==> config.mk <==
export PLATFORM = sky130hd
export DESIGN_NAME = eth_wrr_sched
export DESIGN_NICKNAME = d
export VERILOG_FILES = /design/src/rtl/eth_wrr_sched_pkg.sv /design/src/rtl/eth_rr_pick.sv /design/src/rtl/eth_wrr_sched.sv
export SDC_FILE = /design/constraint.sdc
export NUM_CORES = 1
export LEC_CHECK = 0
export CORE_UTILIZATION = 30
export CTS_BUF_LIST = sky130_fd_sc_hd__clkbuf_4
export DETAILED_ROUTE_END_ITERATION = 16
export GPL_ROUTABILITY_DRIVEN = 0
export PLACE_DENSITY = 0.52
export SLEW_MARGIN = 30
export SYNTH_ARGS = -nofsm -noshare
export SYNTH_HDL_FRONTEND = slang
export SYNTH_SLANG_ARGS = --single-unit
==> constraint.sdc <==
create_clock -name clk -period 2.82 [get_ports clk]
set_input_delay 0.282 -clock clk [delete_from_list [all_inputs] [get_ports clk]]
set_output_delay 0.282 -clock clk [all_outputs]
set_load 0.02 [all_outputs]
==> src/rtl/eth_wrr_sched_pkg.sv <==
// Shared helpers for the Ethernet frame-level weighted round-robin scheduler.
package eth_wrr_sched_pkg;

  function automatic int unsigned wrap_next(input int unsigned idx, input int unsigned n);
    return (idx + 1 >= n) ? 0 : idx + 1;
  endfunction

endpackage

==> src/rtl/eth_rr_pick.sv <==
// Rotating priority encoder: first set request bit at or after start, wrapping.
module eth_rr_pick #(
  parameter int S_COUNT = 4,
  parameter int IDX_W   = $clog2(S_COUNT)
) (
  input  logic [S_COUNT-1:0] request,
  input  logic [IDX_W-1:0]   start,
  output logic [S_COUNT-1:0] onehot,
  output logic [IDX_W-1:0]   enc,
  output logic               valid
);

  always_comb begin
    int cand;
    cand  = 0;
    enc   = '0;
    valid = 1'b0;
    // Walk from the farthest candidate back to start so the nearest one wins.
    for (int i = S_COUNT - 1; i >= 0; i--) begin
      cand = int'(start) + i;
      if (cand >= S_COUNT) cand = cand - S_COUNT;
      if (request[IDX_W'(cand)]) begin
        valid = 1'b1;
        enc   = IDX_W'(cand);
      end
    end
    onehot = valid ? (S_COUNT'(1) << enc) : '0;
  end

endmodule

==> src/rtl/eth_wrr_sched.sv <==
// Frame-level weighted round-robin arbiter with acknowledge release and a
// grant watchdog that reports (but never revokes) over-long frames.
module eth_wrr_sched
  import eth_wrr_sched_pkg::*;
#(
  parameter int S_COUNT       = 4,
  parameter int WEIGHT_WIDTH  = 4,
  parameter int TIMEOUT_WIDTH = 16
) (
  input  logic                              clk,
  input  logic                              rst_n,
  input  logic [S_COUNT-1:0]                request,
  input  logic [S_COUNT-1:0]                acknowledge,
  input  logic                              enable,
  input  logic [S_COUNT*WEIGHT_WIDTH-1:0]   cfg_weight,
  input  logic [TIMEOUT_WIDTH-1:0]          cfg_timeout,
  output logic [S_COUNT-1:0]                grant,
  output logic                              grant_valid,
  output logic [$clog2(S_COUNT)-1:0]        grant_encoded,
  output logic                              timeout_pulse,
  output logic [$clog2(S_COUNT)-1:0]        timeout_port
);

  localparam int IDX_W = $clog2(S_COUNT);

  typedef enum logic {IDLE = 1'b0, GRANT = 1'b1} state_e;

  state_e                state, state_n;
  logic [S_COUNT-1:0]    grant_n, pick_onehot;
  logic                  grant_valid_n, pick_valid, hold;
  logic [IDX_W-1:0]      grant_encoded_n, last_port, last_port_n, timeout_port_n;
  logic [IDX_W-1:0]      start_idx, pick_enc, sel_idx;
  logic [WEIGHT_WIDTH-1:0]  credit, credit_n, sel_weight;
  logic [TIMEOUT_WIDTH-1:0] wd, wd_n, wd_inc;
  logic                  fired, fired_n, timeout_pulse_n;

  assign start_idx  = IDX_W'(wrap_next(32'(last_port), S_COUNT));
  assign hold       = (credit != '0) && request[last_port];
  assign sel_idx    = hold ? last_port : pick_enc;
  assign sel_weight = cfg_weight[sel_idx*WEIGHT_WIDTH +: WEIGHT_WIDTH];
  assign wd_inc     = (wd == '1) ? wd : wd + 1'b1;

  eth_rr_pick #(.S_COUNT(S_COUNT), .IDX_W(IDX_W)) u_pick (
    .request (request),
    .start   (start_idx),
    .onehot  (pick_onehot),
    .enc     (pick_enc),
    .valid   (pick_valid)
  );

  always_comb begin
    state_n         = state;
    grant_n         = grant;
    grant_valid_n   = grant_valid;
    grant_encoded_n = grant_encoded;
    credit_n        = credit;
    last_port_n     = last_port;
    wd_n            = wd;
    fired_n         = fired;
    timeout_pulse_n = 1'b0;
    timeout_port_n  = timeout_port;
    case (state)
      IDLE: begin
        if (enable && pick_valid) begin
          state_n         = GRANT;
          grant_n         = hold ? (S_COUNT'(1) << last_port) : pick_onehot;
          grant_valid_n   = 1'b1;
          grant_encoded_n = sel_idx;
          wd_n            = '0;
          fired_n         = 1'b0;
          if (hold) begin
            credit_n = credit - 1'b1;
          end else begin
            // Weight 0 behaves as 1, so the fresh credit never underflows.
            credit_n    = (sel_weight == '0) ? '0 : sel_weight - 1'b1;
            last_port_n = sel_idx;
          end
        end
      end
      GRANT: begin
        if (acknowledge[grant_encoded]) begin
          state_n       = IDLE;
          grant_n       = '0;
          grant_valid_n = 1'b0;
        end else begin
          wd_n = wd_inc;
          if ((cfg_timeout != '0) && !fired && (wd_inc == cfg_timeout)) begin
            timeout_pulse_n = 1'b1;
            timeout_port_n  = grant_encoded;
            fired_n         = 1'b1;
          end
        end
      end
      default: state_n = IDLE;
    endcase
  end

  always_ff @(posedge clk or negedge rst_n) begin
    if (!rst_n) begin
      state         <= IDLE;
      grant         <= '0;
      grant_valid   <= 1'b0;
      grant_encoded <= '0;
      credit        <= '0;
      last_port     <= IDX_W'(S_COUNT - 1);
      wd            <= '0;
      fired         <= 1'b0;
      timeout_pulse <= 1'b0;
      timeout_port  <= '0;
    end else begin
      state         <= state_n;
      grant         <= grant_n;
      grant_valid   <= grant_valid_n;
      grant_encoded <= grant_encoded_n;
      credit        <= credit_n;
      last_port     <= last_port_n;
      wd            <= wd_n;
      fired         <= fired_n;
      timeout_pulse <= timeout_pulse_n;
      timeout_port  <= timeout_port_n;
    end
  end

endmodule

==> qor.yml, run 1 <==
powerDensity_nw_per_um2: 792
cts_buffers: 5
crit_type: "reg2reg"
status: "complete, but fails checks"
io_pins: 53
ys_warn_count: 0
vias_per_cell: 5.20
design_area_um2: 3930
hp-class: "in2async"
clk_pin_slew_ns: 0.10
slew_headroom_pct: 69.6
grt_use_total_pct: 17.9
slowest_stage: "dfstp_2"
synth_fp_nets: 370
hold_buffers: 0
fp.dieH_um: 97.9
cts_tree: "done"
final_net_count: 473
synth_area_leaders: "dfrtp_1 (29%), a21oi_1 (5.3%), mux2i_1 (4.0%)"
antenna_found_initial: 0
die_x_um: 97.9
portBuffers: 52
ys_ff_latch: 34
synth_common_cells: "dfrtp_1 (32), a21oi_1 (29), nor2_1 (26)"
grt_pass1_wl_um: 13800
rows: 34
worst_setup_path_start_kind: "flop"
endpoint_kind: "flop"
ys_seq_area_share_pct: 30.9
grt_max_degree: 35
fin_hold_ws_ns: 0.337
syn_area_per_cell_um2: 8.62
max_clock_freq_ghz: 0.371
worst_slack_ns: 0.128
violations: "DRC"
skew_ns: 0.00774
clock_latency_ns: 0.34
finalHoldViolations: 0
maxCapViolations: 0
avgRoutedWirePerCell_um: 15.2
synth_top_family_by_area: "simple AND/OR/NAND/NOR gates"
grt_pass1_vias: 2804
synthDistinctLibCells: 65
cp_cell_sequence: "mux4_2 > buf_4 > nand2_4 > mux2i_4 > inv_1 > mux2_4 > or3_1 > a21oi_1"
synth_top_area_share_pct: 29.0
antenna_cells: 0
setup_viol: 0
drc: 3
layout-drive-gt1-share_pct: 23.6
finalWirelength_um: 8090
synth_compound_area_share_pct: 21.6
clk_path_buf_depth: 2
htreeDepth: 2
yosys.cell_count.top_type: "dfrtp_1"
die_area_um2: 9580
first_pass_iters: 10
slew_violations: 0
syn_area_um2: 2760
synthArstFlopShare_pct: 100
muxShareOfSynthArea_pct: 8.98
cts_sinks: 34
numPlacedInstances: 513
crit_fanout: 8
fin_cells: 532
syn_to_final_growth_pct: 42.4
fin_tns_setup_ns: 0
dpl.hpwl_um: 6300
antenna_left: 0
dp_worst_setup_slack_ns: -0.0461
yosys.area_share.adder_pct: 3.18
vdd_drop_max_v: 0.000508
p_leak_nw: 1.66
worstPathRequired_ns: 3.10
synth_top_cell_by_area: "dfrtp_1"
period_needed_ns: 2.69
critPathMaxStageDelay_ns: 0.61
num_vias: 2767
grt_overflow_total: 0
root_buffer: "clkbuf_4"
rrSetupSlack_ns: 0.13
worst_slew_pin_slew_ns: 0.456
synthSimpleGateAreaFrac_pct: 25.8
n_fill_cell: 913
start_util_pct: 31.3
synth_top_flop_cell: "dfrtp_1"
synth_cells: 320
synth_xor_xnor_area_share_pct: 5.08
finalCritPeriodShare_pct: 95.5
arrival_ns: 2.97
placed_area_um2: 3710
synth_edf_count: 0
drt_iter0_markers: 79
core_um2: 8810
## path summary, 6_finish.rpt
check | start | endpoint | cells past startpoint
max reg2reg | last_port[1]$_DFFE_PN1P_ | credit[2]$_DFFE_PN0P_ | 8
min | rst_n | wd[1]$_DFFE_PN0P_ | 2
min in group clk | fired$_DFFE_PN0P_ | fired$_DFFE_PN0P_ | 2
min reg2reg | fired$_DFFE_PN0P_ | fired$_DFFE_PN0P_ | 2
max | last_port[1]$_DFFE_PN1P_ | credit[2]$_DFFE_PN0P_ | 8
max in group asynchronous | rst_n | last_port[1]$_DFFE_PN1P_ | 2
## power breakdown
part / internal, W / total (W) / switching (W)
registers: 0.000603 / 0.000710 / 0.000107
clock network: 0.000115 / 0.000277 / 0.000162
logic: 0.00112 / 0.00212 / 0.00101
total: 0.00184 / 0.00311 / 0.00128
## flip-flops by register name, indices dropped and copies added, names as in the netlist
name	cells
credit	4
fired	1
grant	4
grant_encoded	2
grant_valid	1
last_port	2
state	1
timeout_port	2
timeout_pulse	1
wd	16
## repair_timing
action,CTS,global route
setup endpoints to repair,3,6
resized for setup,0,17
pin swaps,2,8
setup buffers,4,7
## per-layer routing
metal | routed length (um) | vias up | global-route usage [%] | share of wire, %
li1 | - | 1401 | - | -
met1 | 3780 | 1301 | 22.9 | 47
met2 | 3930 | 58 | 31.7 | 49
met3 | 291 | 7 | 2.43 | 3.6
met4 | 80 | 0 | 4.43 | 0.99
met5 | 0 | - | 0 | 0
## cells by family after synthesis
kind of cell	after synthesis
buffers and inverters	27
xor gates and xnor gates	16
muxes	21
adders and majority gates	7
AOI/OAI and AO/OA	90
DFF	34
and+or+nand+nor	125
## critical path, delay by kind of cell (launching register included)
kind	cells	cell delay, ns
AND/OR/NAND/NOR	2	0.38
flip-flops	1	0.61
multiplexers	3	1.23
buffers and inverters	2	0.28
AO/OA/AOI/OAI	1	0.12
## final cells by class
type                    instances  area, um^2  share of cell area, %
multi-input cells             259        1860                   47.4
well taps                     108         135                   3.44
clock inverters                 1        3.75                 0.0956
inverters                      13        48.8                   1.24
repair buffers                110         972                   24.8
clock buffers                   7        52.6                   1.34
flip-flops and latches         34         855                   21.8
## cell usage in the layout, fill, tap and decap left out, types with 9 or more instances in the layout
master and instances:
clkdlybuf4s50_1 52, xor2_1 9, a21oi_1 28, o21ai_0 19, nand3_1 9, nor2_1 26
dfrtp_1 31, mux2i_1 11, nand2_1 25, inv_1 11, buf_4 54
## through the flow
stage	utilization [%]	power [W]
detailed placement	42.2	0.00260
CTS	43.1	0.00293
global route	44.6	0.00339
floorplan	-	0.00193
global placement	42.2	0.00256
finish	44.6	0.00311
No activity file was read; power rests on OpenSTA's default activity.
==> inputs of run 2 (changes only) <==
Settings changed: CORE_UTILIZATION 30 to 35, PLACE_DENSITY 0.52 to 0.59.
==> run 2 against run 1 <==
  * The flow now finishes without violations
  * Global-route usage increased by 1.5 points
  * Clock-buffer cell count decreased by 2
  * Sequential cell count unchanged
  * Final area decreased by 2.0%
  * Core utilization increased by 5.5 points
  * Non-clock buffer count decreased by 11
  * Setup slack got worse by 0.081 ns
  * Combinational power about the same
  * Fmax decreased by 2.9%
  * Clock power increased by 32%
  * First-iteration DRC count increased by 100%
  * Critical endpoint is now credit[0]$_DFFE_PN0P_
  * Largest power group unchanged
==> qor.yml, run 2 (synthesis results as in run 1) <==
status: "complete, no violations"
rows: 32  # -5.9%
finalHoldViolations: 0  # unchanged
slew_violations: 0  # unchanged
grt_setup_unrepaired: "true"
dpl.hpwl_um: 5790  # -8.1%
p_switching_w: 0.00129  # +0.74%
cts_sinks: 34  # unchanged
grt_pass1_wl_um: 13000  # -6.4%
pwr-share-seq_pct: 22.1  # -0.7 points
largest_register_ffs: 16  # unchanged
largest-register: "wd"
p_sw_share_pct: 40.7  # -0.33 points
period_needed_ns: 2.77  # +0.0814 ns
grt_max_degree: 35  # unchanged
io_pins: 53  # unchanged
grt_use_total_pct: 19.4  # +1.5 points
final_common_cell: "clkdlybuf4s50_1"
num_vias: 2795  # +1.0%
arrival_ns: 3.00  # +0.03 ns
antenna_found_initial: 0  # unchanged
layout-drive-gt1-share_pct: 22.0  # -1.6 points
crit_fanout: 6  # -2
combPwrFrac_pct: 66.3  # -2.0 points
worstPathRequired_ns: 3.04  # -0.06 ns
vias_per_cell: 5.43  # +4.3%
endpoint_kind: "flop"
p_leak_nw: 1.61  # -2.9%
die_x_um: 90.8  # -7.3%
fin_tns_setup_ns: 0  # unchanged
grt_overflow_total: 0  # unchanged
numPlacedInstances: 494  # -3.7%
syn_to_final_growth_pct: 39.6
avgRoutedWirePerCell_um: 15.0  # -1.0%
rr_startpoint: "last_port[1]$_DFFE_PN1P_"
fin_cells: 515  # -3.2%
cts_tree: "done"
drt_iter0_markers: 160  # +100%
crit_type: "reg2reg"
cellInternalPower_w: 0.00187  # +2.1%
worst_slew_pin_slew_ns: 0.525  # +0.0696 ns
root_buffer: "clkbuf_4"
critPathMaxStageDelay_ns: 0.59  # -0.02 ns
largest_registers: "wd (16), credit (4), grant (4)"
fin_hold_ws_ns: 0.337  # +0.0000680 ns
maxCapViolations: 0  # unchanged
clock_latency_ns: 0.35  # about the same
p_clk_share_pct: 11.6  # +2.7 points
vdd_drop_max_v: 0.000516  # +1.6%
hp-class: "in2async"
slowest_stage: "dfstp_2"
finalWirelength_um: 7750  # -4.2%
hold_buffers: 0  # unchanged
final_net_count: 462  # -2.3%
grt_pass1_vias: 2742  # -2.2%
n_fill_cell: 751  # -18%
antenna_left: 0  # unchanged
first_pass_iters: 4  # -6
clk_pin_slew_ns: 0.12  # +0.02 ns
slew_headroom_pct: 64.7  # -5.0 points
finalCritPeriodShare_pct: 98.4  # +2.9 points
die_area_um2: 8240  # -14%
fp.dieH_um: 90.8  # -7.3%
cts_buffers: 5  # unchanged
skew_ns: 0.0134  # +0.00566 ns
antenna_cells: 0  # unchanged
crit_start: "last_port[1]$_DFFE_PN1P_"
max_clock_freq_ghz: 0.361  # -2.9%
cp_cell_sequence: "buf_12 > mux4_2 > and3_4 > a31oi_4 > mux2i_2 > a22oi_2 > or2_4 > buf_4 > o21bai_1 > o221ai_1"
start_util_pct: 35.9  # +4.6 points
htreeDepth: 2  # unchanged
setup_viol: 0  # unchanged
powerDensity_nw_per_um2: 821  # +3.6%
worst_setup_path_start_kind: "flop"
mostFrequentLayoutCells: "clkdlybuf4s50_1 (52), buf_4 (44), dfrtp_1 (32)"
core_um2: 7690  # -13%
clk_path_buf_depth: 2  # unchanged
portBuffers: 52  # unchanged
drc: 0  # -3
run 2: changes by cell type in the layout (fill, tap and decap cells not counted), sizes merged:
cell,change
bufinv,+1
clkbuf,-2
clkinv,+1
buf,-11
run 2: what timing repair did:
action	CTS	global route
setup endpoints to repair	1	6
pin swaps	1	13
setup buffers	5	8
gates resized for setup	1	14
hold endpoints to repair	0	0
run 2: final cells by class:
type	instances	area (um^2)	area share [%]
clock buffers	5	37.5	0.975
clock inverters	3	40.0	1.04
inverters	13	48.8	1.27
multi-input cells	259	1850	48.0
flip-flops and latches	34	853	22.2
well taps	102	128	3.32
repair buffers	99	893	23.2
run 2: critical path: cells and delay by family, from the launching register on:
family	cells	cell delay [ns]
AOI/OAI and AO/OA	4	0.60
and+or+nand+nor	2	0.43
buffers and inverters	2	0.25
muxes	2	0.79
DFF	1	0.59
run 2: routing by layer:
metal	track usage [%]	vias up	wire, um
li1	-	1380	-
met1	24.7	1340	3490
met2	33.5	65	3780
met3	3.62	10	359
met4	5.11	0	118
met5	0	-	0
run 2: power by group through the flow:
stage	Combinational [W]	Sequential, W	Clock (W)
after floorplan	0.00119	0.000747	0
after global placement	0.00178	0.000725	0
after detailed placement	0.00181	0.000723	0
after CTS	0.00191	0.000701	0.000377
after global routing	0.00231	0.000719	0.000392
final	0.00209	0.000700	0.000366
run 2: stage by stage:
step | power (W) | setup slack [ns] | cell area, um^2 | utilization, %
floorplan | 0.00193 | 0.0148 | 2790 | -
global placement | 0.00250 | -0.116 | 3610 | 46.9
detailed placement | 0.00253 | -0.167 | 3610 | 46.9
CTS | 0.00298 | 0.0124 | 3740 | 48.6
global route | 0.00342 | -0.0943 | 3850 | 50.1
finish | 0.00316 | 0.0462 | 3850 | 50.1
run 2: worst paths after layout:
path | cells after the start | slack [ns] | endpoint
hold / removal | 2 | 0.34 | wd[1]$_DFFE_PN0P_
min in group clk | 2 | 0.50 | fired$_DFFE_PN0P_
setup reg to reg | 10 | 0.05 | credit[0]$_DFFE_PN0P_
setup / recovery | 10 | 0.05 | credit[0]$_DFFE_PN0P_
hold reg to reg | 2 | 0.50 | fired$_DFFE_PN0P_
max in group asynchronous | 2 | 2.11 | last_port[1]$_DFFE_PN1P_
==> inputs of run 3 (changes only) <==
Settings changed: TNS_END_PERCENT set to 30.
==> run 3 against run 2 <==
  * Die area stayed put
  * Setup slack improved by 0.023 ns
  * Total power is 1.6% lower
  * Core utilization decreased by 0.34 points
  * First-iteration DRC count is 1.9% higher
  * Critical path type unchanged
  * Critical endpoint is now credit[2]$_DFFE_PN0P_
  * Largest cell class unchanged
==> qor.yml, run 3 (synthesis results as in run 1) <==
status: "complete, no violations"
worst_slack_ns: 0.0688  # +0.0226 ns
cts_buffers: 5  # unchanged
antenna_left: 0  # unchanged
vdd_drop_max_v: 0.000487  # -5.8%
worstPathRequired_ns: 3.10  # +0.06 ns
core_um2: 7690  # unchanged
dp_worst_setup_slack_ns: -0.167  # unchanged
critPathMaxStageDelay_ns: 0.59  # about the same
combPwrFrac_pct: 65.7  # -0.6 points
reg2reg_depth: 9  # -1
regArea_um2: 853  # unchanged
fin_tns_setup_ns: 0  # unchanged
fp.dieH_um: 90.8  # unchanged
mostFrequentLayoutCells: "clkdlybuf4s50_1 (52), buf_4 (44), dfrtp_1 (32)"
start_util_pct: 35.9  # unchanged
wl_met3_um: 342  # -4.7%
grt_max_degree: 35  # unchanged
largest_register_ffs: 16  # unchanged
crit_buf_inv: 2  # unchanged
root_buffer: "clkbuf_4"
final_net_count: 460  # -0.43%
first_pass_iters: 4  # unchanged
rr_startpoint: "last_port[1]$_DFFE_PN1P_"
drc: 0  # unchanged
p_switching_w: 0.00127  # -0.96%
grt_setup_unrepaired: "true"
num_vias: 2785  # -0.36%
cellInternalPower_w: 0.00184  # -2.0%
routed.top_layer: "met4"
crit_fanout: 6  # unchanged
finalWirelength_um: 7730  # -0.22%
htreeDepth: 2  # unchanged
fin_cells: 513  # -0.39%
clk_path_buf_depth: 2  # unchanged
clk_pin_slew_ns: 0.12  # about the same
vias_per_cell: 5.43  # about the same
slew_violations: 0  # unchanged
clock_latency_ns: 0.35  # about the same
powerDensity_nw_per_um2: 814  # -0.89%
setup_viol: 0  # unchanged
max_clock_freq_ghz: 0.363  # +0.82%
hold_buffers: 0  # unchanged
crit_type: "reg2reg"
rows: 32  # unchanged
slew_headroom_pct: 64.5  # -0.16 points
die_x_um: 90.8  # unchanged
maxCapViolations: 0  # unchanged
largest_registers: "wd (16), credit (4), grant (4)"
io_pins: 53  # unchanged
avgRoutedWirePerCell_um: 15.1  # +0.17%
rrSetupSlack_ns: 0.07  # +0.02 ns
arrival_ns: 3.03  # +0.03 ns
grt_use_total_pct: 19.4  # unchanged
n_fill_cell: 757  # +0.80%
worst_slew_pin_slew_ns: 0.528  # +0.00236 ns
p_sw_share_pct: 40.9  # +0.25 points
fin_hold_ws_ns: 0.341  # +0.00398 ns
antenna_found_initial: 0  # unchanged
numPlacedInstances: 494  # unchanged
p_clk_share_pct: 11.8  # +0.2 points
timing.rr.end: "credit[2]$_DFFE_PN0P_"
grt_overflow_total: 0  # unchanged
portBuffers: 52  # unchanged
final_util_pct: 49.7  # -0.34 points
die_area_um2: 8240  # unchanged
cpLargestDelayFamily: "multiplexers"
finalCritPeriodShare_pct: 97.6  # -0.80 points
hp-class: "in2async"
syn_to_final_growth_pct: 38.6
p_leak_nw: 1.61  # -0.59%
finalHoldViolations: 0  # unchanged
worst_setup_path_start_kind: "flop"
slowest_stage: "dfstp_2"
largest-register: "wd"
cts_sinks: 34  # unchanged
endpoint_kind: "flop"
cp_cell_sequence: "buf_12 > mux4_2 > and3_4 > a31oi_4 > buf_4 > mux2i_1 > mux2_2 > or3_1 > a21oi_2"
period_needed_ns: 2.75  # -0.0226 ns
drt_iter0_markers: 163  # +1.9%
final_common_cell: "clkdlybuf4s50_1"
grt_pass1_wl_um: 13000  # unchanged
antenna_cells: 0  # unchanged
layout-drive-gt1-share_pct: 21.4  # -0.62 points
multiInputGateArea_um2: 1840  # -0.20%
route.met2.wl_um: 3770  # -0.34%
dpl.hpwl_um: 5790  # unchanged
skew_ns: 0.0153  # +0.00187 ns
pwr-share-seq_pct: 22.5  # +0.4 points
grt_pass1_vias: 2742  # unchanged
cts_tree: "done"
met1Wirelength_um: 3510  # +0.63%
-- run 3: cell count changes in the layout (fill, tap and decap cells not counted), sizes merged --
cell,before,now
buf,47,45
-- run 3: worst max path at each step --
stage / from / slack [ns] / cells past startpoint / to
finish: last_port[1]$_DFFE_PN1P_ / 0.07 / 9 / credit[2]$_DFFE_PN0P_
global route: grant_encoded[0]$_DFFE_PN0P_ / -0.11 / 8 / timeout_port[0]$_DFFE_PN0P_
CTS: last_port[1]$_DFFE_PN1P_ / 0.01 / 9 / credit[2]$_DFFE_PN0P_
detailed placement: acknowledge[3] / -0.17 / 9 / timeout_port[0]$_DFFE_PN0P_
global placement: acknowledge[3] / -0.12 / 9 / timeout_port[0]$_DFFE_PN0P_
floorplan: last_port[1]$_DFFE_PN1P_ / 0.01 / 9 / credit[2]$_DFFE_PN0P_
-- run 3: power groups by stage --
| stage | Sequential, W | Clock [W] | Combinational (W) |
|---|---|---|---|
| after CTS | 0.000701 | 0.000377 | 0.00191 |
| final | 0.000700 | 0.000367 | 0.00204 |
| after floorplan | 0.000747 | 0 | 0.00119 |
| after global placement | 0.000725 | 0 | 0.00178 |
| after detailed placement | 0.000723 | 0 | 0.00181 |
| after global routing | 0.000719 | 0.000392 | 0.00226 |
-- run 3: per-layer routing --
| layer | track usage (%) | vias to the layer above |
|---|---|---|
| met4 | 5.11 | 0 |
| met1 | 24.7 | 1335 |
| li1 | - | 1375 |
| met2 | 33.5 | 65 |
| met5 | 0 | - |
| met3 | 3.62 | 10 |
-- run 3: layout make-up --
type,count,share of cell area (%)
well taps,102,3.34
inverters,13,1.28
flip-flops and latches,34,22.3
clock buffers,5,0.982
repair buffers,97,22.8
clock inverters,3,1.05
multi-input cells,259,48.2
-- run 3: per-stage QoR --
step / power (W) / instance area [um^2]
floorplan: 0.00193 / 2790
global placement: 0.00250 / 3610
detailed placement: 0.00253 / 3610
CTS: 0.00298 / 3740
global route: 0.00337 / 3820
finish: 0.00311 / 3820
-- run 3: worst register-to-register path, stage by stage, from the launching register on --
cell and delay (ns):
dfstp_2 0.59, buf_12 0.11, mux4_2 0.51, and3_4 0.17, a31oi_4 0.24, buf_4 0.20, mux2i_1 0.10, mux2_2 0.29
or3_1 0.36, a21oi_2 0.12
-- run 3: repair_timing --
| action | CTS | global route |
|---|---|---|
| pin swaps | 1 | 10 |
| setup buffers | 5 | 6 |
| endpoints found under the setup margin | 1 | 6 |
| resized for setup | 1 | 11 |
